[src/rtl/sa_pkg.sv]
// Shared types and defaults for the systolic array feed controller.
package sa_pkg;

  localparam int unsigned SA_N    = 4;
  localparam int unsigned SA_DW   = 8;
  localparam int unsigned SA_KMAX = 16;

  typedef enum logic [2:0] {
    IDLE,
    CLEAR,
    FEED,
    DRAIN,
    DONE
  } sa_state_t;

  // Cycles between the last read strobe and stable results in the far-corner PE.
  function automatic int unsigned drain_len(input int unsigned n);
    return 2 * n;
  endfunction

endpackage

[src/rtl/systolic_feed_ctrl_if.sv]
// Command, operand-buffer and array-edge signals of the systolic feed controller.
interface systolic_feed_ctrl_if
  import sa_pkg::*;
#(
  parameter int unsigned N  = SA_N,
  parameter int unsigned DW = SA_DW,
  parameter int unsigned KW = $clog2(SA_KMAX + 1)
) ();

  logic          cmd_valid;
  logic          cmd_ready;
  logic [KW-1:0] cmd_k;
  logic          busy;
  logic          rd_en;
  logic [KW-1:0] rd_addr;
  logic [N*DW-1:0] a_rd_data;
  logic [N*DW-1:0] b_rd_data;
  logic          pe_clear;
  logic          pe_start;
  logic [N*DW-1:0] pe_a;
  logic [N-1:0]  pe_a_valid;
  logic [N*DW-1:0] pe_b;
  logic [N-1:0]  pe_b_valid;
  logic          done;

  modport master (
    input  cmd_valid, cmd_k, a_rd_data, b_rd_data,
    output cmd_ready, busy, rd_en, rd_addr, pe_clear, pe_start,
           pe_a, pe_a_valid, pe_b, pe_b_valid, done
  );

  modport slave (
    output cmd_valid, cmd_k, a_rd_data, b_rd_data,
    input  cmd_ready, busy, rd_en, rd_addr, pe_clear, pe_start,
           pe_a, pe_a_valid, pe_b, pe_b_valid, done
  );

endinterface

[src/rtl/sa_skew_line.sv]
// Operand skew line: delays one data lane and its valid by DEPTH cycles, zeroing invalid slots.
module sa_skew_line #(
  parameter int unsigned DEPTH = 0,
  parameter int unsigned DW    = 8
) (
  input  logic          clk,
  input  logic          rst_n,
  input  logic [DW-1:0] data,
  input  logic          valid,
  output logic [DW-1:0] data_dly,
  output logic          valid_dly
);

  if (DEPTH == 0) begin : g_pass
    logic unused_clk_rst;
    assign unused_clk_rst = clk ^ rst_n;
    assign data_dly  = valid ? data : '0;
    assign valid_dly = valid;
  end else begin : g_dly
    logic [DW-1:0]    d_q [DEPTH];
    logic [DEPTH-1:0] v_q;

    // Data is zeroed on entry so an empty slot stays zero along the chain.
    always_ff @(posedge clk or negedge rst_n) begin
      if (!rst_n) begin
        for (int i = 0; i < DEPTH; i++) d_q[i] <= '0;
        v_q <= '0;
      end else begin
        d_q[0] <= valid ? data : '0;
        v_q[0] <= valid;
        for (int i = 1; i < DEPTH; i++) begin
          d_q[i] <= d_q[i-1];
          v_q[i] <= v_q[i-1];
        end
      end
    end

    assign data_dly  = d_q[DEPTH-1];
    assign valid_dly = v_q[DEPTH-1];
  end

endmodule

[src/rtl/systolic_feed_ctrl.sv]
// Systolic array sequencer: clear, operand fetch with per-lane skew, drain, done pulse.
// Optional busy-cycle counter output perf_cycles when SA_PERF_CNT_EN is defined.
module systolic_feed_ctrl
  import sa_pkg::*;
#(
  parameter int unsigned N    = SA_N,
  parameter int unsigned DW   = SA_DW,
  parameter int unsigned KMAX = SA_KMAX,
  parameter int unsigned KW   = $clog2(KMAX + 1)
) (
  input  logic clk,
  input  logic rst_n,
  systolic_feed_ctrl_if.master bus
`ifdef SA_PERF_CNT_EN
  ,
  output logic [31:0] perf_cycles
`endif
);

  localparam int unsigned DRAIN_LEN = drain_len(N);
  localparam int unsigned CNT_MAX   = (KMAX > DRAIN_LEN) ? KMAX : DRAIN_LEN;
  localparam int unsigned CW        = $clog2(CNT_MAX + 1);

  sa_state_t     state_q, state_d;
  logic [CW-1:0] cnt_q, cnt_d;
  logic [KW-1:0] k_q, k_d;

  logic          cmd_ready_q, cmd_ready_d;
  logic          busy_q, busy_d;
  logic          rd_en_q, rd_en_d;
  logic [KW-1:0] rd_addr_q, rd_addr_d;
  logic          pe_clear_q, pe_clear_d;
  logic          pe_start_q, pe_start_d;
  logic          done_q, done_d;
  logic          op_valid_q;

  // Next state plus the output values that will hold in that state.
  always_comb begin
    state_d = state_q;
    cnt_d   = cnt_q;
    k_d     = k_q;
    unique case (state_q)
      IDLE: begin
        if (bus.cmd_valid && cmd_ready_q) begin
          k_d     = (bus.cmd_k > KW'(KMAX)) ? KW'(KMAX) : bus.cmd_k;
          cnt_d   = '0;
          state_d = CLEAR;
        end
      end
      CLEAR: begin
        cnt_d   = '0;
        state_d = (k_q != '0) ? FEED : DRAIN;
      end
      FEED: begin
        if (cnt_q == CW'(k_q - KW'(1))) begin
          cnt_d   = '0;
          state_d = DRAIN;
        end else begin
          cnt_d = cnt_q + CW'(1);
        end
      end
      DRAIN: begin
        if (cnt_q == CW'(DRAIN_LEN - 1)) begin
          cnt_d   = '0;
          state_d = DONE;
        end else begin
          cnt_d = cnt_q + CW'(1);
        end
      end
      DONE:    state_d = IDLE;
      default: state_d = IDLE;
    endcase

    cmd_ready_d = (state_d == IDLE);
    busy_d      = (state_d != IDLE);
    rd_en_d     = (state_d == FEED);
    rd_addr_d   = (state_d == FEED) ? KW'(cnt_d) : '0;
    pe_clear_d  = (state_d == CLEAR);
    pe_start_d  = (state_d == CLEAR) || (state_d == FEED) || (state_d == DRAIN);
    done_d      = (state_d == DONE);
  end

  always_ff @(posedge clk or negedge rst_n) begin
    if (!rst_n) begin
      state_q     <= IDLE;
      cnt_q       <= '0;
      k_q         <= '0;
      cmd_ready_q <= 1'b1;
      busy_q      <= 1'b0;
      rd_en_q     <= 1'b0;
      rd_addr_q   <= '0;
      pe_clear_q  <= 1'b0;
      pe_start_q  <= 1'b0;
      done_q      <= 1'b0;
      op_valid_q  <= 1'b0;
    end else begin
      state_q     <= state_d;
      cnt_q       <= cnt_d;
      k_q         <= k_d;
      cmd_ready_q <= cmd_ready_d;
      busy_q      <= busy_d;
      rd_en_q     <= rd_en_d;
      rd_addr_q   <= rd_addr_d;
      pe_clear_q  <= pe_clear_d;
      pe_start_q  <= pe_start_d;
      done_q      <= done_d;
      op_valid_q  <= rd_en_q;
    end
  end

  assign bus.cmd_ready = cmd_ready_q;
  assign bus.busy      = busy_q;
  assign bus.rd_en     = rd_en_q;
  assign bus.rd_addr   = rd_addr_q;
  assign bus.pe_clear  = pe_clear_q;
  assign bus.pe_start  = pe_start_q;
  assign bus.done      = done_q;

  // Row i / column j lanes are delayed by i / j cycles to form the wavefront.
  for (genvar i = 0; i < int'(N); i++) begin : g_skew
    sa_skew_line #(.DEPTH(i), .DW(DW)) u_a_skew (
      .clk       (clk),
      .rst_n     (rst_n),
      .data      (bus.a_rd_data[i*DW +: DW]),
      .valid     (op_valid_q),
      .data_dly  (bus.pe_a[i*DW +: DW]),
      .valid_dly (bus.pe_a_valid[i])
    );
    sa_skew_line #(.DEPTH(i), .DW(DW)) u_b_skew (
      .clk       (clk),
      .rst_n     (rst_n),
      .data      (bus.b_rd_data[i*DW +: DW]),
      .valid     (op_valid_q),
      .data_dly  (bus.pe_b[i*DW +: DW]),
      .valid_dly (bus.pe_b_valid[i])
    );
  end

`ifdef SA_PERF_CNT_EN
  logic [31:0] perf_q;

  // Busy-cycle counter, saturating; only reset clears it.
  always_ff @(posedge clk or negedge rst_n) begin
    if (!rst_n) begin
      perf_q <= '0;
    end else if (busy_q && (perf_q != '1)) begin
      perf_q <= perf_q + 32'd1;
    end
  end

  assign perf_cycles = perf_q;
`endif

endmodule

[src/flat_wrapper.sv]
// flat-port wrapper written by rule: the top's interface ports become plain ports
module systolic_feed_ctrl_flat import sa_pkg::*;
#(
  parameter int unsigned N    = SA_N,
  parameter int unsigned DW   = SA_DW,
  parameter int unsigned KMAX = SA_KMAX,
  parameter int unsigned KW   = $clog2(KMAX + 1)
)
  (clk, rst_n, bus_cmd_valid, bus_cmd_k, bus_a_rd_data, bus_b_rd_data, bus_cmd_ready, bus_busy, bus_rd_en, bus_rd_addr, bus_pe_clear, bus_pe_start, bus_pe_a, bus_pe_a_valid, bus_pe_b, bus_pe_b_valid, bus_done);
  systolic_feed_ctrl_if #(.N(N), .DW(DW), .KW(KW)) bus_i ();
  input  logic clk;
  input  logic rst_n;
  input wire logic [$bits(bus_i.cmd_valid)-1:0] bus_cmd_valid;
  input wire logic [$bits(bus_i.cmd_k)-1:0] bus_cmd_k;
  input wire logic [$bits(bus_i.a_rd_data)-1:0] bus_a_rd_data;
  input wire logic [$bits(bus_i.b_rd_data)-1:0] bus_b_rd_data;
  output wire logic [$bits(bus_i.cmd_ready)-1:0] bus_cmd_ready;
  output wire logic [$bits(bus_i.busy)-1:0] bus_busy;
  output wire logic [$bits(bus_i.rd_en)-1:0] bus_rd_en;
  output wire logic [$bits(bus_i.rd_addr)-1:0] bus_rd_addr;
  output wire logic [$bits(bus_i.pe_clear)-1:0] bus_pe_clear;
  output wire logic [$bits(bus_i.pe_start)-1:0] bus_pe_start;
  output wire logic [$bits(bus_i.pe_a)-1:0] bus_pe_a;
  output wire logic [$bits(bus_i.pe_a_valid)-1:0] bus_pe_a_valid;
  output wire logic [$bits(bus_i.pe_b)-1:0] bus_pe_b;
  output wire logic [$bits(bus_i.pe_b_valid)-1:0] bus_pe_b_valid;
  output wire logic [$bits(bus_i.done)-1:0] bus_done;
  assign bus_i.cmd_valid = bus_cmd_valid;
  assign bus_i.cmd_k = bus_cmd_k;
  assign bus_i.a_rd_data = bus_a_rd_data;
  assign bus_i.b_rd_data = bus_b_rd_data;
  assign bus_cmd_ready = bus_i.cmd_ready;
  assign bus_busy = bus_i.busy;
  assign bus_rd_en = bus_i.rd_en;
  assign bus_rd_addr = bus_i.rd_addr;
  assign bus_pe_clear = bus_i.pe_clear;
  assign bus_pe_start = bus_i.pe_start;
  assign bus_pe_a = bus_i.pe_a;
  assign bus_pe_a_valid = bus_i.pe_a_valid;
  assign bus_pe_b = bus_i.pe_b;
  assign bus_pe_b_valid = bus_i.pe_b_valid;
  assign bus_done = bus_i.done;
  systolic_feed_ctrl #(.N(N), .DW(DW), .KMAX(KMAX), .KW(KW)) u_core (.clk(clk), .rst_n(rst_n), .bus(bus_i));
endmodule
[config.mk]
export PLATFORM = sky130hd
export DESIGN_NAME = systolic_feed_ctrl_flat
export DESIGN_NICKNAME = d
export VERILOG_FILES = /design/src/rtl/sa_pkg.sv /design/src/rtl/systolic_feed_ctrl_if.sv /design/src/rtl/sa_skew_line.sv /design/src/rtl/systolic_feed_ctrl.sv /design/src/flat_wrapper.sv
export SDC_FILE = /design/constraint.sdc
export NUM_CORES = 1
export LEC_CHECK = 0
export CORE_MARGIN = 8
export CORE_UTILIZATION = 45
export CTS_CLUSTER_DIAMETER = 150
export DETAILED_ROUTE_END_ITERATION = 8
export GPL_TIMING_DRIVEN = 1
export HOLD_SLACK_MARGIN = 0.05
export PLACE_DENSITY = 0.86
export RECOVER_POWER = 25
export SLEW_MARGIN = 20
export SYNTH_ARGS = -nofsm -noshare
export SYNTH_HDL_FRONTEND = slang
export SYNTH_HIERARCHICAL = 1
export SYNTH_SLANG_ARGS = --single-unit
[constraint.sdc]
create_clock -name clk -period 2.25 [get_ports clk]
set_input_delay 0.225 -clock clk [delete_from_list [all_inputs] [get_ports clk]]
set_output_delay 0.225 -clock clk [all_outputs]
set_load 0.02 [all_outputs]
**Word-level counts from Yosys, hierarchy flattened**

Index checks and enable logic that the tools add are counted.

- Word-level logic and storage cells: 67
- Memory bits (writable): 0
- Memories kept: 0
- Output and inout port bits: 83
- Register bits after elaboration: 132
- Latch bits: 0
- Memory bits (read-only): 0

- Shift-type cells: 0
- $lt $le $gt $ge: 1
- Muxes and demuxes: 19
- $add $sub $neg: 2
- Equal/unequal tests: 9
- Reductions and logical operators: 8
- Divide/modulo/power cells: 0
- Bitwise gates (word level): 0
- $mul: 0

Operators by type and width:

| operator | number |
|---|---|
| 2-to-1 mux 8 bit | 8 |
| 2-to-1 mux 5 bit | 5 |
| one-hot mux 5 bit (4 select lines) | 1 |
| equality test 3 x 2 -> 1 bit (second input constant) | 4 |
| one-hot mux 3 bit (4 select lines) | 1 |
| 2-to-1 mux 3 bit | 3 |
| equality test 3 x 1 -> 1 bit (second input constant) | 2 |
| zero test 3 bit | 2 |
| adder 5 x 1 -> 5 bit (second input constant) | 1 |
| equality test 5 x 3 -> 1 bit (second input constant) | 1 |
| equality test 5 bit | 1 |
| greater-than comparator 5 bit (second input constant) | 1 |
| nonzero test 5 bit | 1 |
| subtractor 5 x 1 -> 5 bit (second input constant) | 1 |
| equality test 3 bit (second input constant) | 1 |
| nonzero test 3 bit | 1 |
| logical OR 1 bit | 2 |
| AND reduction 2 bit | 1 |
| logical AND 1 bit | 1 |
| 2-to-1 mux 1 bit | 1 |

**Longest topological paths before layout**

- Depth after elaboration: 7
- Mapped depth: 7
- Depth with buffers taken out: 7

**Cells and area by module**

Netlist, hierarchy kept.

Modules (own cells, without submodules):

| module | cells an instance | times used | area each (µm²) | seq. area each (µm²) |
|---|---|---|---|---|
| sa_skew_line at u_core.g_skew[3].u_a_skew ... | 43 | 2 | 785.8 | 675.6 |
| systolic_feed_ctrl | 111 | 1 | 1161.1 | 626.9 |
| sa_skew_line at u_core.g_skew[2].u_a_skew ... | 34 | 2 | 560.5 | 450.4 |
| sa_skew_line at u_core.g_skew[1].u_a_skew ... | 17 | 2 | 275.3 | 225.2 |
| sa_skew_line at u_core.g_skew[0].u_a_skew ... | 9 | 2 | 57.6 | 0.0 |

**Worst setup path after synthesis**

Ideal clock, no wire load.

- Path kind: reg2reg
- From: reg u_core.k_q[0]
- To: reg u_core.cnt_q[2]
- Data arrival time: 1.646 ns
- Clock period less this slack: 1.768 ns
- Slack: 0.482 ns
- Required time: 2.128 ns
- Stages on the path, launching flop included: 8
- Setup time: 0.122 ns
- Cell sequence: dfrtp_1 -> inv_1 -> ha_1 -> nand4bb_1 -> a211oi_2 -> o311ai_2 -> or2_1 -> a32o_1

- Word-level cells in the longest chain between the ends: 4

Ends and longest elaborated chain:

| item | RTL line | RTL |
|---|---|---|
| start: declaration | systolic_feed_ctrl.sv:26 | `logic [KW-1:0] k_q, k_d;` |
| start signal: assignment | systolic_feed_ctrl.sv:99 | `k_q <= k_d;` |
| subtractor 5 x 1 -> 5 bit | systolic_feed_ctrl.sv:55 | `if (cnt_q == CW'(k_q - KW'(1))) begin` |
| equality test 5 bit | systolic_feed_ctrl.sv:55 |  |
| 2-to-1 mux 5 bit | systolic_feed_ctrl.sv:55 |  |
| one-hot mux 5 bit (4 select lines) | systolic_feed_ctrl.sv:42 | `unique case (state_q)` |
| net u_core.cnt_d[2] | systolic_feed_ctrl.sv:25 | `logic [CW-1:0] cnt_q, cnt_d;` |
| end signal: assignment | systolic_feed_ctrl.sv:98 | `cnt_q <= cnt_d;` |
| end: declaration | systolic_feed_ctrl.sv:25 |  |

The timed path passes the listed nets, and every way through them passes these cells.
A chain may end at the register's enable or synchronous reset.

**Worst setup path after layout**

- From: reg u_core.op_valid_q
- To: out bus_pe_a[6]

- Word-level cells in the longest chain between the ends: 1

Ends and longest elaborated chain:

| item | RTL line | RTL |
|---|---|---|
| start: declaration | systolic_feed_ctrl.sv:35 | `logic op_valid_q;` |
| start signal: assignment | systolic_feed_ctrl.sv:107 | `op_valid_q <= rd_en_q;` |
| 2-to-1 mux 8 bit | sa_skew_line.sv:17 | `assign data_dly = valid ? data : '0;` |
| end: declaration | flat_wrapper.sv:23 | `output wire logic [$bits(bus_i.pe_a)-1:0] bus_pe_a;` |

Every way passes these cells.

==> impl_metrics.yaml <==
status:
  status: "complete, no violations"
power_and_ir_drop:
  intPower_mw: 6.07
  comb_power_share_pct: 31.0
  power_density_nw_per_um2: 1350
  p_switching_mw: 2.77
  p_seq_share_pct: 39.9
  sw_frac_of_total_pct: 31.3
  power.leakage_nw: 2.90
  ir_drop_v: 0.000624
  power_mw: 8.84
  clock_power_share_pct: 29.1
detailed_routing:
  avgRoutedWirePerCell_um: 16.2
  firstDrtPassIters: 5
  vias_per_cell: 4.60
  drt-total-wl_um: 9810
  vias: 2785
  drc: 0
  drt_first_iter_violations: 159
  detail-route-antenna-nets: 0
place:
  routabilityCongestion: 0.779
  place_inst: 572
  dp_slack_ps: 309
  dpl.hpwl_um: 6980
  place_area_um2: 6010
  port_buffers: 154
global_route:
  gr-total-overflow: 0
  antenna_found_initial: 0
  grt_pass1_wl_um: 15500
  grt_max_degree: 93
  grt_usage_pct: 15.4
  first_global_vias: 3091
synth:
  synthMuxAreaShare_pct: 0
  synth_xor_area_share_pct: 1.55
  synth_fa_ha_area_share_pct: 0.554
  yosys_warnings: 6
  synth-async-reset-ratio_pct: 100
  yosysUniqueCellTypes: 35
  synth_nets: 391
  synth_top_area_share_pct: 73.1
  syn_avg_cell_area_um2: 14.3
  synth.cell_area_um2: 4520
  postSynthRegisterBits: 133
  synthSimpleGateAreaFrac_pct: 14.9
  ys.flop_type: "dfrtp_1"
  synth_top_area_cell: "dfrtp_1"
  synth_edf_count: 0
  synth_area_leaders: "dfrtp_1 (73%), and2_1 (8.9%), buf_4 (5.8%)"
  synthCells: 317
  synth_top_family_by_area: "simple AND/OR/NAND/NOR gates"
  synth_compound_area_share_pct: 3.05
  ys_seq_area_share_pct: 73.7
setup_path:
  r2r_end: "u_core/cnt_q[2]"
  r2r_start: "u_core/k_q[0]"
  cp-start-kind: "flip-flop"
  r2r_slack_ps: 300
  crit_end: "bus_pe_a[6]"
  worstSetupPathType: "flip-flop to output port"
  worst-endpoint-arrival_ps: 1900
  r2r_cells: 7
  startpoint: "u_core/op_valid_q"
  cp-end-kind: "output port"
  crit_fanout: 31
  required_ps: 2030
cts:
  clk_latency_ps: 500
  clock-root-buffer: "clkbuf_8"
  cts_setup_buffers: 0
  cts_max_level: 4
  cts-buffers-inserted: 17
  clk_pin_slew_ps: 60
  cts_tree: "built"
  cts_sinks: 133
  clockBufferDepth: 2
sta:
  drv_slew: 0
  hold_violations: 0
  rsz0062_at_grt: "false"
  hold_ws_ps: 275
  layout_setup_ws_ps: 129
  max_freq_mhz: 471
  setup_viol: 0
  fin_setup_tns_ps: 0
  fin_crit_ps: 2120
  tightest_slew_ps: 1230
  period_share_pct: 94.3
  relSlewSlack_pct: 17.8
  skew_ps: 9.48
floorplanning:
  rows: 36
  design.core.area_um2: 9770
  initial_utilization_pct: 46.2
  die_width_um: 116
  die_height_um: 116
  fp.dieArea_um2: 13500
  io_pins: 155
job:
  cap_violations: 0
final_layout:
  layout-drive-gt1-share_pct: 8.47
  stdcell_area_um2: 6570
  utilization_pct: 67.2
  nNetsFinal: 533
  final_cell_mix: "clkdlybuf4s50_1 (153), dfrtp_1 (131), and2_1 (60)"
  layout.cells.non_filler: 605
  diodes: 0
  nFillCells: 703
  syn2layout_area_growth_pct: 45.4
  final_common_cell: "clkdlybuf4s50_1"
worst_hold_path:
  hp-class: "primary input to flip-flop"
cell families (layout without fill, tap and decap cells):
family	count (synthesis)	in the layout
flops	133	133
xor+xnor	8	8
compound gates	19	19
fa+ha+maj	2	2
buf+inv	41	196
simple gates	114	114
synth_stat cells, drive strengths merged, types with 2 or more instances:
library cell    n
a21oi           4
and2           64
and3            4
buf            35
dfrtp         132
ha              2
inv             4
nand2          14
nand2b          3
nand3           2
nand3b          8
nor2            8
nor2b           3
nor3            3
o21ai           6
or2             2
xnor2           3
xor2            5
layer usage:
layer / global-route usage (%) / part of all wire, % / vias up
li1: - / - / 1269
met1: 15.9 / 37 / 1356
met2: 25.3 / 49 / 145
met3: 7.55 / 12 / 15
met4: 8.21 / 1.8 / 0
met5: 0 / 0 / -
worst max-delay path, stage by stage (launching register included):
cell and delay (ps):
dfrtp_4 570, and2_1 200, clkdlybuf4s50_1 620
area by class of cell:
| cell class | count | area (µm²) | area share (%) |
|---|---|---|---|
| sequential | 133 | 3330 | 50.7 |
| timing repair buffer | 159 | 1580 | 24.1 |
| multi-input combinational | 143 | 905 | 13.8 |
| clock buffer | 20 | 435 | 6.62 |
| tap | 133 | 166 | 2.53 |
| clock inverter | 12 | 130 | 1.98 |
| inverter | 5 | 18.8 | 0.286 |
what timing repair did:
item                                    in CTS  in global routing
endpoints found under the hold margin       89                  0
resized for setup                            1                  0
endpoints found under the setup margin       1                  0
hold buffers                                 1                  0
registers in the layout, indices dropped and copies added (netlist names), 3 cells and up:
signal                            flops
u_core/g_skew.u_b_skew/g_dly.d_q     24
u_core/g_skew.u_b_skew/data_dly      24
u_core/state_q                        3
u_core/g_skew.u_a_skew/g_dly.d_q     24
u_core/g_skew.u_b_skew/g_dly.v_q      5
u_core/cnt_q                          5
u_core/g_skew.u_a_skew/data_dly      24
u_core/g_skew.u_a_skew/g_dly.v_q      5
u_core/k_q                            5
u_core/bus.rd_addr                    5
power by group through the flow:
stage / sequential [mW] / combinational, mW / clock, mW
6_report: 3.52 / 2.74 / 2.58
2_1_floorplan: 3.72 / 1.42 / 0
3_5_place_dp: 3.56 / 2.78 / 0
4_1_cts: 3.54 / 2.80 / 2.64
5_1_grt: 3.62 / 2.96 / 2.73
3_3_place_gp: 3.52 / 2.70 / 0
worst min path at each step:
stage | start | end | slack [ps] | depth (start not counted)
finish | bus_a_rd_data[20] | u_core/g_skew[2].u_a_skew/g_dly.d_q[12] | 270 | 2
global route | bus_b_rd_data[28] | u_core/g_skew[3].u_b_skew/g_dly.d_q[20] | 270 | 2
CTS | bus_a_rd_data[20] | u_core/g_skew[2].u_a_skew/g_dly.d_q[12] | 240 | 2
detailed placement | u_core/g_skew[2].u_b_skew/g_dly.d_q[10] | u_core/g_skew[2].u_b_skew/data_dly[2] | 330 | 0
global placement | u_core/g_skew[3].u_a_skew/g_dly.d_q[15] | u_core/g_skew[3].u_a_skew/data_dly[7] | 330 | 0
floorplan | rst_n | u_core/bus.busy | -70 | 0
No activity file was read; power rests on OpenSTA's default activity.
